<file path="src/rtl/alu_bit_8.sv">
// Registered 8-bit ALU execute stage: eight unsigned operations, 16-bit result,
// one clock of latency with a valid qualifier and a registered zero flag.
module alu_bit_8 (
   input  logic        clk,
   input  logic        rst_n,
   input  logic        in_valid,
   input  logic [7:0]  InputA,
   input  logic [7:0]  InputB,
   input  logic [2:0]  OpCode,
   output logic        out_valid,
   output logic [15:0] OutALU,
   output logic        zero
);

   typedef enum logic [2:0] {
      OP_ADD = 3'b000,
      OP_SUB = 3'b001,
      OP_MUL = 3'b010,
      OP_SHL = 3'b011,
      OP_SHR = 3'b100,
      OP_AND = 3'b101,
      OP_OR  = 3'b110,
      OP_XOR = 3'b111
   } op_e;

   logic [15:0] a_ext;
   logic [15:0] b_ext;
   logic [15:0] result;
   op_e         op;

   assign a_ext = {8'h00, InputA};
   assign b_ext = {8'h00, InputB};
   assign op    = op_e'(OpCode);

   // NOTE: result gets a value before the case so no path leaves it unassigned (no latch).
   always_comb begin
      result = '0;
      case (op)
         OP_ADD: result = a_ext + b_ext;
         OP_SUB: result = a_ext - b_ext;
         OP_MUL: result = a_ext * b_ext;
         // Shift amounts past the result width flush to zero rather than wrapping.
         OP_SHL: result = (InputB >= 8'd16) ? 16'h0000 : (a_ext << InputB[3:0]);
         OP_SHR: result = (InputB >= 8'd8)  ? 16'h0000 : (a_ext >> InputB[2:0]);
         OP_AND: result = a_ext & b_ext;
         OP_OR:  result = a_ext | b_ext;
         OP_XOR: result = a_ext ^ b_ext;
      endcase
   end

   // NOTE: state registers use non-blocking assignments so all flops update together.
   always_ff @(posedge clk or negedge rst_n) begin
      if (!rst_n) begin
         out_valid <= 1'b0;
         OutALU    <= 16'h0000;
         zero      <= 1'b1;
      end else begin
         out_valid <= in_valid;
         if (in_valid) begin
            OutALU <= result;
            zero   <= (result == 16'h0000);
         end
      end
   end

endmodule

</file>
<file path="config.mk">
export PLATFORM = sky130hd
export DESIGN_NAME = alu_bit_8
export DESIGN_NICKNAME = d
export VERILOG_FILES = /design/src/rtl/alu_bit_8.sv
export SDC_FILE = /design/constraint.sdc
export NUM_CORES = 1
export LEC_CHECK = 0
export ABC_AREA = 1
export BUFFER_PORTS_ARGS = -buffer_cell sky130_fd_sc_hd__buf_2
export CAP_MARGIN = 5
export CELL_PAD_IN_SITES_DETAIL_PLACEMENT = 0
export CELL_PAD_IN_SITES_GLOBAL_PLACEMENT = 2
export CORE_UTILIZATION = 25
export DETAILED_ROUTE_END_ITERATION = 16
export HOLD_SLACK_MARGIN = 0.02
export PLACE_DENSITY_LB_ADDON = 0.1
export RECOVER_POWER = 50
export REMOVE_ABC_BUFFERS = 1
export SKIP_CTS_REPAIR_TIMING = 1
export SLEW_MARGIN = 40
export SYNTH_ARGS = -nofsm -noshare
export SYNTH_HDL_FRONTEND = slang
export SYNTH_SLANG_ARGS = --single-unit
</file>
<file path="constraint.sdc">
create_clock -name clk -period 2 [get_ports clk]
set_input_delay 0.1 -clock clk [delete_from_list [all_inputs] [get_ports clk]]
set_output_delay 0.1 -clock clk [all_outputs]
set_load 0.01 [all_outputs]
</file>
==> metrics <==
post-layout util 0.369; vias in the first global route ~5900; commonest non-fill, non-tap cells in the layout nand2_1 (232), inv_1 (135), buf_4 (130); largest net degree at the start of global routing 23; number of port buffers 39; Layout Skew 0 ns; power density cells just under 700 nW/um2; initial antenna violation count 0; register area share after synthesis 0.0861; Via density between 4 and 5; synth warn 0; CP Class in2reg; dpl hpwl 17.6 mm; htree depth 1; Synth Cell Area approximately 5200 um2; fmax roughly 270 MHz; first-pass GRT wire length ~33 mm; final non-filler cell total 1276; M3 GR Usage 0.00714; crit-path max FO 5; Root Buffer clkbuf_16; RD Place Congestion 0.856; clk sinks 18; GRT busiest layer met2; final hold violation count 0; Tmin final around 3.7 ns; largest cells by area after synthesis nand2_1 (20%), ha_1 (15%), fa_1 (15%); total congestion overflow 0; count of unique library cells instantiated by Yosys 38; #FFs+latches synth 18; CP startpoint kind input pin; average size of a mapped cell ~6.2 um2; Leak Pwr about 4.2 nW; Inserted Clock Buffers 3; Chip Width approximately 150 um; met1 Use GR 0.280; Max IR drop VDD a little under 0.6 mV; MaxCap Viol Count 0; ys flop type dfrtp_1; Die Height approximately 150 um; Placement Setup Slack -2.31 ns; # diodes 0; area leader, netlist nand2_1; Yosys top cell area share 0.195; period utilisation layout 1.85; layout cell share with drive strength beyond 1 0.353; Hold Path Class in2reg; Worst Path Required around 2.2 ns; violated checks setup timing; # rows between 50 and 60; Initial Util 0.257; status finished, violations left; final setup TNS -20.82 ns; Fillers between 2000 and 2500; First-pass DRT Iterations 4; fin nets 1128; WHS around 0.19 ns; Area Overhead vs Synth 43.5%; drt drc 0; commonest non-fill, non-tap cell in the layout nand2_1; worst setup margin -1.70 ns; met2 usage in global routing 0.328; Avg WL per Cell 16.3 um; RSZ-0062 raised after global routing true; asr flop ratio synth 1.00; Total GRT Usage 0.194; clock buffer depth 2; Initial DRC Count approximately 290; Pins Over Slew Limit 0; Max transition margin 0.345; WP data arrival 3.89 ns; Die ar. approximately 22000 um2; via count around 5800; Routed WL approximately 21 mm; post-synthesis instance total 847; number of enable flip-flop cells after synthesis 0; Final ANT Viol Nets 0; Worst-Margin Slew approximately 0.98 ns; CTS tree done; Skew-Pair Late Insertion Delay between 0.2 and 0.25 ns; I/O Pins 40; final setup violation count 15; clock-pin slew on the worst setup and hold paths roughly 0.05 ns; endpoint class of the critical path flop; Placed Cells roughly 1300; placeable core area 20400 um2
-- area by class of cell --
| type | instances | area [um2] | share of cell area |
|---|---|---|---|
| Clock buffer | 4 | 88.8 | 0.0118 |
| Inverter | 170 | 647 | 0.0859 |
| Multi-Input combinational cell | 624 | 4470 | 0.594 |
| Sequential cell | 18 | 452 | 0.0600 |
| Tap cell | 270 | 338 | 0.0449 |
| Timing Repair Buffer | 190 | 1530 | 0.204 |
-- path summary, 6_finish.rpt --
check	start	end	slack (ns)	depth (start not counted)
max	InputB[2]	zero$_DFFE_PN1P_	-1.70	23
min	in_valid	out_valid$_DFF_PN0_	0.19	1
max reg2reg	zero$_DFFE_PN1P_	zero$_DFFE_PN1P_	1.27	2
min reg2reg	OutALU[4]$_DFFE_PN0P_	OutALU[4]$_DFFE_PN0P_	0.47	2
max in group asynchronous	rst_n	OutALU[7]$_DFFE_PN0P_	0.87	2
min in group asynchronous	rst_n	out_valid$_DFF_PN0_	0.53	2
-- critical path: stages --
cell and delay [ns]:
buf_12 0.11, buf_8 0.12, nand2_1 0.07, inv_2 0.04
fa_1 0.47, fa_1 0.51, fa_1 0.49, inv_1 0.05
fa_1 0.50, inv_2 0.05, ha_4 0.31, nand2_4 0.07
nor2_1 0.17, nand3_2 0.10, nand3_1 0.08, nand2_1 0.06
nand3_2 0.06, nand2_1 0.05, nor2_1 0.10, nand2_1 0.06
nor2_1 0.12, nand3_1 0.08, nand2_1 0.09
-- routing by layer --
metal / wire length, um / part of all wire / vias up
met2: 9630 / 0.46 / 101
met4: 237 / 0.011 / 0
met3: 604 / 0.029 / 12
met1: 10300 / 0.50 / 2751
met5: 0 / 0 / -
li1: - / - / 2924
-- per-stage QoR --
| stage | area (um2) | power [mW] |
|---|---|---|
| after floorplan | 5010 | 2.28 |
| after global placement | 6580 | 3.66 |
| after detailed placement | 6580 | 3.66 |
| after CTS | 6670 | 4.12 |
| after global routing | 7530 | 5.70 |
| final | 7530 | 5.17 |
-- state kept, by name (all words and copies together) (netlist names) --
register   count
OutALU        16
out_valid      1
zero           1
-- Yosys cell counts (3+ instances only) --
cell      number
a21oi_1       18
a31oi_1        3
buf_2         18
buf_4          6
buf_6          5
clkbuf_1       3
dfrtp_1       17
fa_1          38
ha_1          61
inv_1        162
inv_2          7
nand2_1      273
nand2_2        4
nand3_1       96
nand3_2        9
nand3b_1       7
nand4_1       23
nor2_1        58
o21ai_0        9
or2_2          5
xor2_1         3
-- cell families (layout without fill, tap and decap cells) --
family	Yosys count	count (layout)	share of synthesized area
AND/OR/NAND/NOR	486	486	0.415
XOR/XNOR	3	3	0.00501
AO/OA/AOI/OAI	36	36	0.0377
buffers and inverters	205	364	0.166
adder cells (fa/ha/maj)	99	99	0.290
flip-flops	18	18	0.0861
-- power by group --
group          switching, mW  internal (mW)  total (mW)
clock                  0.133          0.304       0.437
sequential            0.0300          0.424       0.454
combinational           2.38           1.89        4.28
total                   2.55           2.62        5.17
Note: power is estimated with default switching activity, not from simulation.
